--- config.mk ---
export PLATFORM = sky130hd
export DESIGN_NAME = regfile_bypass_sb
export DESIGN_NICKNAME = d
export VERILOG_FILES = /design/src/rtl/regfile_bypass_sb.sv
export SDC_FILE = /design/constraint.sdc
export NUM_CORES = 2
export LEC_CHECK = 0
export BUFFER_PORTS_ARGS = -buffer_cell sky130_fd_sc_hd__buf_2
export CAP_MARGIN = 20
export CORE_ASPECT_RATIO = 1.25
export CORE_UTILIZATION = 36
export CTS_BUF_LIST = sky130_fd_sc_hd__clkbuf_4 sky130_fd_sc_hd__clkbuf_8
export CTS_CLUSTER_DIAMETER = 40
export DETAILED_ROUTE_END_ITERATION = 10
export GPL_TIMING_DRIVEN = 1
export PLACE_DENSITY_LB_ADDON = 0.05
export SYNTH_ARGS = -nofsm -noshare
export SYNTH_HDL_FRONTEND = slang
export SYNTH_SLANG_ARGS = --single-unit
--- constraint.sdc ---
create_clock -name clk -period 2.9 [get_ports clk]
set_input_delay 0.58 -clock clk [delete_from_list [all_inputs] [get_ports clk]]
set_output_delay 0.58 -clock clk [all_outputs]
set_load 0.05 [all_outputs]
--- src/rtl/regfile_bypass_sb.sv ---
// regfile_bypass_sb: integer register file for the ID stage.
//   NREAD combinational read ports, one write-back port with same-cycle
//   write-to-read bypass, hard-wired zero register, optional busy scoreboard.
//   Optional feature macro: REGFILE_SCOREBOARD_EN (scoreboard built when defined;
//   otherwise rbusy_o is 0 and issue_ready_o is 1).
// Ports:
//   clk, rst_n      clock, async active-low reset
//   raddr_i         read addresses, port p at [p*AW +: AW]
//   rdata_o         read data, port p at [p*XLEN +: XLEN]
//   rbusy_o         port p's source has an outstanding writer not bypassed now
//   we_i/waddr_i/wdata_i   write-back port
//   issue_valid_i/issue_rd_i  instruction issue marking its destination busy
//   issue_ready_o   issue_rd_i may be marked busy this cycle
module regfile_bypass_sb #(
  parameter int XLEN  = 32,
  parameter int NREGS = 32,
  parameter int NREAD = 2
) (
  input  logic                           clk,
  input  logic                           rst_n,
  input  logic [NREAD*$clog2(NREGS)-1:0] raddr_i,
  output logic [NREAD*XLEN-1:0]          rdata_o,
  output logic [NREAD-1:0]               rbusy_o,
  input  logic                           we_i,
  input  logic [$clog2(NREGS)-1:0]       waddr_i,
  input  logic [XLEN-1:0]                wdata_i,
  input  logic                           issue_valid_i,
  input  logic [$clog2(NREGS)-1:0]       issue_rd_i,
  output logic                           issue_ready_o
);
  localparam int AW = $clog2(NREGS);

  // Writes to r0 and anything while reset is held are dropped here, so every
  // later use (storage, bypass, busy clear) only needs the address compare.
  logic wr_en;
  assign wr_en = we_i & rst_n & (waddr_i != '0);

  logic [XLEN-1:0] regs_q [1:NREGS-1];

  always_ff @(posedge clk or negedge rst_n) begin
    if (!rst_n) begin
      for (int r = 1; r < NREGS; r++) regs_q[r] <= '0;
    end else if (wr_en) begin
      for (int r = 1; r < NREGS; r++) begin
        if (waddr_i == AW'(r)) regs_q[r] <= wdata_i;
      end
    end
  end

`ifdef REGFILE_SCOREBOARD_EN
  logic [NREGS-1:1] busy_q, busy_d;
  logic [NREGS-1:0] busy_vec;
  logic             iss_en;

  assign busy_vec = {busy_q, 1'b0};

  assign issue_ready_o = !busy_vec[issue_rd_i]
                       || (wr_en && (waddr_i == issue_rd_i))
                       || (issue_rd_i == '0);

  assign iss_en = issue_valid_i & rst_n & issue_ready_o & (issue_rd_i != '0);

  // Set after clear: a re-issue in the write-back cycle leaves the new producer busy.
  always_comb begin
    busy_d = busy_q;
    for (int r = 1; r < NREGS; r++) begin
      if (wr_en && (waddr_i == AW'(r))) busy_d[r] = 1'b0;
      if (iss_en && (issue_rd_i == AW'(r))) busy_d[r] = 1'b1;
    end
  end

  always_ff @(posedge clk or negedge rst_n) begin
    if (!rst_n) busy_q <= '0;
    else        busy_q <= busy_d;
  end

  a_issue_protocol: assert property (@(posedge clk) disable iff (!rst_n)
                                     issue_valid_i |-> issue_ready_o);
`else
  logic unused_issue;
  assign unused_issue  = issue_valid_i ^ (^issue_rd_i);
  assign issue_ready_o = 1'b1;
`endif

  for (genvar p = 0; p < NREAD; p++) begin : g_rd
    logic [AW-1:0]   ra;
    logic [XLEN-1:0] rd_val;
    logic            hit;

    assign ra  = raddr_i[p*AW +: AW];
    assign hit = wr_en && (waddr_i == ra);

    always_comb begin
      rd_val = '0;
      for (int r = 1; r < NREGS; r++) begin
        if (ra == AW'(r)) rd_val = regs_q[r];
      end
      if (hit) rd_val = wdata_i;
    end

    assign rdata_o[p*XLEN +: XLEN] = rd_val;

`ifdef REGFILE_SCOREBOARD_EN
    assign rbusy_o[p] = busy_vec[ra] && !hit;
`else
    assign rbusy_o[p] = 1'b0;
`endif
  end

endmodule

==> out/summary.txt <==
Fin cells - 9074
Initial DRC Count - 6579
Cell row count - 162
Mapped Area - 56900 µm²
Worst skew pair latency - 1010 ps
DRT Pass-1 Iters - 6
Combinational family with the most area after synthesis - multiplexers
Ys async rst share - 100%
Power Dens Cells - 545 nW/µm²
Wire length per cell - 39.6 µm
Total global-route track usage - 44.2%
Adder-cell area share of the yosys netlist - 0%
Final net count - 6904
Post-synth top cells - mux2_2, dfrtp_1, o21ai_0
Max-cap violations - 0
Routed Antenna Nets - 0
Clock sinks - 992
Fin area - 84100 µm²
Critical path required time - 2320 ps
Pre-CTS setup slack - -1640 ps
CP max FO - 5
Remaining Overflow, GRT - 0
Register area share after synthesis - 43.6%
Pins Over Slew Limit - 0
Crit path launch type - primary input
Via count - 58000
Layout cells sized above 1 - 54.3%
DRT Wirelength - 360000 µm
Crit. End Element - output pin
Synth Area in Simple Gates - 8.10%
Failing checks - negative setup slack
Largest cells by area after synthesis - dfrtp_1, mux2_2, o21ai_0, a21oi_1, mux2i_1
Mux contribution to synthesized area - 23.7%
CTS tree - done
Largest net degree at the start of global routing - 140
Seq. cell area - 24800 µm²
Final hold slack - 84.4 ps
DRC viols - 0
CTS Root Cell - clkbuf_8
Vias per cell - 6.39
Crit path kind - primary input to output pin
Maximum clock frequency - 252 MHz
Synth warnings - 0
Peak VDD IR - 0.512 mV
Number of port buffers - 113
Endpoints failing setup - 64
Die X - 358 µm
Reg2Reg Launch Point - regs_q[616]$_DFFE_PN0P_
Hold Path Class - primary input to asynchronous set/reset pin
Top Registers - regs_q x992
Complex-gate fraction of the synthesized area - 19.9%
CTS buffer count - 200
Post-synthesis xor/xnor area fraction - 0.169%
Max reg flops - 992
Mean Syn Cell Area - 10.3 µm²
Final hold violations - 0
Multi-input gate area - 34600 µm²
Core Region - 156000 µm²
Vias in the first global route - 56800
Global-route wire length before repair - 486000 µm
Post-DP HPWL - 263000 µm
Vert. Die Dim - 446 µm
Initial Utilization - 36.4%
Number of synthesized flops with an enable pin - 0
Leak Pwr - 37.5 nW
Initial antenna violation count - 18
Max-slew headroom - 37.7%
DP Area - 71400 µm²
Fin crit share - 137%
Max clock buf depth - 3
Setup Skew - 0 ps
Tmin final - 3970 ps
RSZ-0062 raised after global routing - true
Die ar. - 160000 µm²
H-tree depth - 4
CTS clk-pin slew, worst paths - 60 ps
Top-area cell type share of the netlist area - 43.6%
CP Launch Point - raddr_i[1]
Main flop type after synthesis - dfrtp_1
I/O Pins - 123
Yosys top cell by area - dfrtp_1
Post-Synthesis Cells - 5525
Routability cong. - 0.999
Placed insts - 8446
Area growth from synthesis to layout - 47.8%
Most common cell in the netlist - mux2_2
Most flops, register - regs_q
Synth cell types - 89
Status - finished with violations
Fill count - 14200
Flops & latches, synth - 992
Post-route setup slack - -1070 ps
Slew @ Worst Pin - 934 ps
Crit path DAT - 3390 ps
[critical path, cell delays in order]
cell and delay (ps):
buf_16 130, buf_12 140, buf_4 140, buf_6 120
nor2b_4 160, buf_4 180, buf_4 160, a22oi_2 250
nor2_2 110, o31a_1 390, o211ai_1 360, a41o_2 360
a31oi_4 100, buf_6 160
[logic make-up after synthesis]
group / Yosys count
AO/OA/AOI/OAI: 1760
XOR/XNOR: 11
other: 2
flip-flops: 992
AND/OR/NAND/NOR: 973
multiplexers: 1190
buffers and inverters: 597
[path summary, 6_finish.rpt]
path,to,slack [ps],depth (start not counted)
min in group clk,regs_q[313]$_DFFE_PN0P_,110,3
worst min-delay path,regs_q[500]$_DFFE_PN0P_,80,3
max in group asynchronous,regs_q[440]$_DFFE_PN0P_,1170,4
worst max-delay path,rdata_o[10],-1070,14
worst min register to register,regs_q[12]$_DFFE_PN0P_,520,1
worst max register to register,regs_q[616]$_DFFE_PN0P_,1860,3
[stage by stage]
stage | total power, W | TNS [ps] | util, %
finish | 0.0459 | -46380 | 53.8
global route | 0.0471 | -47960 | 53.7
CTS | 0.0453 | -46740 | 52.2
detailed placement | 0.0267 | -69150 | 45.7
global placement | 0.0266 | -68730 | 45.7
floorplan | 0.0217 | -2380 | -
[per-layer routing]
layer	up-vias	GRT usage [%]	wire length [µm]
met5	-	0	51
met4	8	30.7	29800
met3	1007	9.41	29600
met2	3387	67.1	160000
met1	30100	55.8	141000
li1	23500	-	-
[where the power goes]
part           internal (W)  switching [W]
logic               0.00493        0.00585
clock network        0.0103        0.00722
registers            0.0157        0.00183
[what timing repair did]
action,CTS,global route
pin swaps,291,228
hold buffers,14,0
setup endpoints to repair,64,64
buffers inserted,173,103
hold endpoints to repair,44,0
cloned,7,6
gates resized for setup,873,368
[cells in the final DEF, fill, tap and decap left out, types with 24 or more instances in the layout]
master / n
a211oi_1: 39
a21oi_1: 342
a21oi_2: 45
a21oi_4: 28
a221oi_1: 25
a221oi_2: 29
a22oi_1: 88
a22oi_2: 27
a31oi_1: 33
buf_12: 236
buf_2: 35
buf_4: 1144
buf_6: 176
buf_8: 52
clkbuf_4: 47
clkbuf_8: 246
clkinv_2: 26
dfrtp_1: 984
inv_1: 24
mux2_2: 1025
mux2i_1: 119
nand2_1: 251
nand2_2: 35
nand2b_1: 26
nand3_1: 50
nor2_1: 244
nor2_2: 28
nor2_4: 54
nor2b_1: 33
nor3_1: 44
o211ai_1: 56
o21ai_0: 324
o21ai_1: 58
o21ai_2: 35
o221ai_1: 45
o22ai_1: 147
[cell type report]
cell class,count,area share [%]
clock buffers,291,4.42
diodes,10,0.0297
multi-input cells,3937,41.1
clock inverters,77,1.26
well taps,2050,3.05
flip-flops and latches,992,29.5
inverters,29,0.152
repair buffers,1688,20.5
Note: power is estimated with default switching activity, not from simulation.
